--- config.mk ---
export PLATFORM = sky130hd
export DESIGN_NAME = sw_debouncer
export DESIGN_NICKNAME = d
export VERILOG_FILES = /design/src/rtl/sw_debouncer_pkg.sv /design/src/rtl/sw_debounce_bit.sv /design/src/rtl/sw_debouncer.sv
export SDC_FILE = /design/constraint.sdc
export NUM_CORES = 1
export LEC_CHECK = 0
export CAP_MARGIN = 5
export CORE_UTILIZATION = 45
export DETAILED_ROUTE_END_ITERATION = 12
export PLACE_DENSITY_LB_ADDON = 0.3
export RECOVER_POWER = 25
export SYNTH_ARGS = -nofsm -noshare
export SYNTH_HDL_FRONTEND = slang
export SYNTH_HIERARCHICAL = 1
export SYNTH_SLANG_ARGS = --single-unit
export TNS_END_PERCENT = 50
--- constraint.sdc ---
create_clock -name clk -period 4.42 [get_ports clk]
set_input_delay 0.884 -clock clk [delete_from_list [all_inputs] [get_ports clk]]
set_output_delay 0.884 -clock clk [all_outputs]
set_load 0.05 [all_outputs]
--- src/rtl/sw_debouncer_pkg.sv ---
// Shared constants for the slide-switch debouncer.
// The sub-module sizes its stable-cycle counter with sw_cnt_width().
package sw_debouncer_pkg;

  localparam int SW_SYNC_STAGES      = 2;
  localparam int SW_DEBOUNCE_DEFAULT = 500_000;
  localparam int SW_WIDTH_DEFAULT    = 10;

  // Counter must be able to hold DEBOUNCE_CYCLES-1. Never narrower than 1 bit.
  function automatic int sw_cnt_width(input int cycles);
    return (cycles < 1) ? 1 : $clog2(cycles + 1);
  endfunction

endpackage

--- src/rtl/sw_debounce_bit.sv ---
// One switch bit: 2-flop synchroniser, stable-cycle counter, clean flop and,
// when SW_DEBOUNCER_EDGE_PULSE_EN is defined, registered rise/fall pulses.
module sw_debounce_bit
  import sw_debouncer_pkg::*;
#(
  parameter int DEBOUNCE_CYCLES = SW_DEBOUNCE_DEFAULT
) (
  input  logic clk,
  input  logic rst_n,
  input  logic raw,
  output logic clean,
  output logic rise,
  output logic fall
);

  localparam int            CW       = sw_cnt_width(DEBOUNCE_CYCLES);
  localparam logic [CW-1:0] CNT_LAST = CW'(DEBOUNCE_CYCLES - 1);

  logic [SW_SYNC_STAGES-1:0] sync;
  logic                      synced;
  logic [CW-1:0]             cnt;
  logic [CW-1:0]             cnt_next;
  logic                      clean_next;
  logic                      settle;

  assign synced = sync[SW_SYNC_STAGES-1];

  always_ff @(posedge clk) begin
    if (!rst_n) begin
      sync <= '0;
    end else begin
      sync <= {sync[SW_SYNC_STAGES-2:0], raw};
    end
  end

  // settle marks the single edge on which a long enough disagreement lands.
  always_comb begin
    settle     = (synced != clean) && (cnt == CNT_LAST);
    clean_next = clean;
    cnt_next   = cnt;
    if (synced == clean) begin
      cnt_next = '0;
    end else if (settle) begin
      clean_next = synced;
      cnt_next   = '0;
    end else begin
      cnt_next = cnt + 1'b1;
    end
  end

  always_ff @(posedge clk) begin
    if (!rst_n) begin
      clean <= 1'b0;
      cnt   <= '0;
    end else begin
      clean <= clean_next;
      cnt   <= cnt_next;
    end
  end

`ifdef SW_DEBOUNCER_EDGE_PULSE_EN
  // Pulses load on the same edge as clean, so they line up with the new level.
  always_ff @(posedge clk) begin
    if (!rst_n) begin
      rise <= 1'b0;
      fall <= 1'b0;
    end else begin
      rise <= settle & synced;
      fall <= settle & ~synced;
    end
  end
`else
  assign rise = 1'b0;
  assign fall = 1'b0;
`endif

endmodule

--- src/rtl/sw_debouncer.sv ---
// Per-bit synchroniser/debouncer for the board slide switches.
// Optional rise/fall pulses are built only with SW_DEBOUNCER_EDGE_PULSE_EN.
module sw_debouncer
  import sw_debouncer_pkg::*;
#(
  parameter int WIDTH           = SW_WIDTH_DEFAULT,
  parameter int DEBOUNCE_CYCLES = SW_DEBOUNCE_DEFAULT
) (
  input  logic             clk,
  input  logic             rst_n,
  input  logic [WIDTH-1:0] sw_raw,
  output logic [WIDTH-1:0] sw_clean,
  output logic [WIDTH-1:0] sw_rise,
  output logic [WIDTH-1:0] sw_fall
);

  for (genvar i = 0; i < WIDTH; i++) begin : g_bit
    sw_debounce_bit #(
      .DEBOUNCE_CYCLES(DEBOUNCE_CYCLES)
    ) u_bit (
      .clk  (clk),
      .rst_n(rst_n),
      .raw  (sw_raw[i]),
      .clean(sw_clean[i]),
      .rise (sw_rise[i]),
      .fall (sw_fall[i])
    );
  end

endmodule
==> flow_metrics.py <==
metrics = {
    "power_and_ir_drop": {
        "power.leakage_nw": 3.496,
        "p_clk_share_pct": 50.6,
        "power.switching_uw": 860.0,
        "swShare_pct": 20.41,
        "p_int_mw": 3.355,
        "ir_drop_uv": 246.4,
        "pwr-share-comb_pct": 1.9,
        "power_frac_seq_pct": 47.5,
        "powerDensity_nw_per_um2": 363.5,
    },
    "finish": {
        "drive_gt1_share_pct": 9.370,
        "layout.nets": 1179,
        "area_growth_pct": 11.64,
        "diodes": 0,
        "fin_area_um2": 11590,
        "fillers": 2140,
        "fin_cells": 1459,
    },
    "die": {
        "die_x_um": 153.9,
        "start_util_pct": 45.87,
        "row_count": 55,
        "die_area_um2": 23690,
        "die_y_um": 153.9,
        "core_um2": 22640,
        "io_pins": 42,
    },
    "setup_path": {
        "timing.rr.start": "g_bit[5].u_bit/cnt[8]",
        "start_kind": "input pin",
        "rrSetupSlack_ns": 2.63,
        "crit_arrival_ns": 3.28,
        "critPathMaxFanout": 50,
        "cp-end-kind": "register",
        "required_ns": 4.86,
        "ff2ff_path_depth": 4,
        "crit_type": "input pin to register",
        "rr_endpoint": "g_bit[5].u_bit/cnt[6]",
    },
    "placed_design": {
        "hpwl_mm": 12.63,
        "place_ws_ns": 1.891,
        "io_buffer_count": 21,
        "placed_cell_area_um2": 10750,
        "place.gp.congestion": 0.7758,
        "dp.cells": 1416,
    },
    "sta": {
        "setup_viol": 0,
        "setup_slack_ns": 1.581,
        "finClkSkew_ns": 0.006473,
        "tightest_slew_ns": 1.865,
        "rsz0062_at_grt": "no",
        "hold_viol": 0,
        "slew_headroom_pct": -24.31,
        "slew_viol_final": 51,
        "min_period_ns": 2.839,
        "final.setup.tns_ns": 0,
        "timing.hold.ws_ns": 0.4312,
        "max_freq_mhz": 352.2,
        "period_share_pct": 64.23,
    },
    "run": {
        "maxCapViolCount": 1,
    },
    "yosys": {
        "synth-main-ff-cell": "dfxtp_1",
        "synth_most_common_cell": "dfxtp_1",
        "synth_top_area_share_pct": 42.41,
        "yosys_warnings": 6,
        "ys_types": 29,
        "syn_area_um2": 10380,
        "yosys.area.top_type": "dfxtp_1",
        "avgSynthCellArea_um2": 9.110,
        "synthArstFlopShare_pct": 0,
        "netlist_top_cells_count": "dfxtp_1, nor2_1, xnor2_1",
        "synth-seq-cells": 220,
        "synth_area_leaders": "dfxtp_1, xnor2_1, nor2_1",
        "syn_inst": 1140,
        "ys_seq_area_share_pct": 42.41,
        "synth-edff-count": 0,
    },
    "clock_network": {
        "clkTransAtPathRegs_ns": 0.06,
        "clock_latency_ns": 0.51,
        "ctsHoldBuffers": 0,
        "cts_buffer_depth": 3,
        "cts_resized": 0,
        "cts_buffers": 24,
        "cts_htree_levels": 1,
        "post_cts_buffers": 0,
        "clock-root-buffer": "clkbuf_16",
        "cts_tree": "done",
        "clkSinkCount": 220,
    },
    "detailed_routing": {
        "wire_per_inst_um": 12.54,
        "viasPerCell": 5.155,
        "ant_nets": 0,
        "totalWireLength_mm": 18.29,
        "drt_iter0_drc": 314,
        "drc": 0,
        "vias": 7521,
        "firstDrtPassIters": 4,
    },
    "status": {
        "status": "complete, but fails checks",
        "violations": "capacitance limit, slew limit",
    },
    "grt": {
        "grt_overflow": 0,
        "grt_max_degree": 51,
        "antenna_found_initial": 0,
        "grtUsageTotal_pct": 15.80,
        "grt_pass1_vias": 7094,
        "grt_pass1_wl_mm": 32.24,
    },
    "worst_hold_path": {
        "hp-class": "register to register",
        "whs_path_depth": 1,
        "hold_path_startpoint": "g_bit[9].u_bit/sync[0]",
        "hold_end": "g_bit[9].u_bit/sync[1]",
    },
}
## cell type report
cell class / instances / area (µm²) / area share, %
flip-flops and latches: 220 / 4404 / 37.99
repair buffers: 21 / 203.9 / 1.759
clock inverters: 12 / 162.7 / 1.403
inverters: 50 / 187.7 / 1.619
well taps: 285 / 356.6 / 3.076
clock buffers: 31 / 698.2 / 6.022
multi-input cells: 840 / 5580 / 48.13
## cells by family (layout without fill, tap and decap cells)
family	count (synthesis)	in the layout	synth area share (%)
XOR/XNOR	150	150	12.65
adder cells (fa/ha/maj)	10	10	1.205
multiplexers	30	30	2.892
flip-flops	220	220	42.41
other	10	20	0.3615
AND/OR/NAND/NOR	590	590	33.86
AO/OA/AOI/OAI	40	40	2.530
buffers and inverters	90	114	4.096
## flip-flops by register name, summed over array words and instances, names as in the netlist
signal and flops:
g_bit.u_bit/sync 20, g_bit.u_bit/cnt 190, g_bit.u_bit/clean 10
## power by group through the flow
stage	sequential [mW]	clock (mW)	combinational, mW
2_1_floorplan	2.04	0	0.0757
3_3_place_gp	2.04	0	0.0821
3_5_place_dp	2.04	0	0.0827
4_1_cts	2.00	2.19	0.0829
5_1_grt	2.00	2.27	0.0890
6_report	2.00	2.13	0.0813
## per-stage QoR
| stage | util, % | power (mW) |
|---|---|---|
| floorplan | - | 2.119 |
| global placement | 47.47 | 2.126 |
| detailed placement | 47.47 | 2.127 |
| CTS | 51.27 | 4.273 |
| global route | 51.21 | 4.364 |
| finish | 51.21 | 4.215 |
## routing by layer
layer  GRT usage (%)  vias to the layer above  wire (µm)
met5               0                        -          0
met4           3.714                        0        338
met3           2.649                       25        548
met2           26.39                       82       8269
met1           21.24                     3485       9135
li1                -                     3929          -
## cells in the final DEF (no fill, tap or decap), types with 13 or more instances in the layout
cell               n
and2_0            13
nand2_1           80
nor4_1            42
nor4_2            18
nor3_1            30
clkdlybuf4s50_1   20
or3_1             20
conb_1            20
nand4_1           50
a21oi_1           20
xnor2_1          130
nand3_1           40
dfxtp_1          220
mux2i_1           30
inv_1             50
nor2_1           200
clkbuf_16         25
and2_1            17
nor4b_1           20
xor2_1            20
## worst max-delay path, stage by stage
cell and delay (ns):
clkbuf_1 1.30, nand2_1 0.39, o21bai_2 0.50, a21oi_1 0.17
## worst max path at each step
| stage | start | to | slack, ns | depth (start not counted) |
|---|---|---|---|---|
| 2_1_floorplan | rst_n | g_bit[0].u_bit/cnt[10] | 2.87 | 4 |
| 3_3_place_gp | rst_n | g_bit[5].u_bit/cnt[13] | 1.94 | 4 |
| 3_5_place_dp | rst_n | g_bit[7].u_bit/cnt[13] | 1.89 | 4 |
| 4_1_cts | g_bit[6].u_bit/clean | sw_clean[6] | 1.72 | 1 |
| 5_1_grt | rst_n | g_bit[8].u_bit/cnt[13] | 1.09 | 4 |
| 6_report | rst_n | g_bit[1].u_bit/cnt[13] | 1.58 | 4 |
Note: power is estimated with default switching activity, not from simulation.
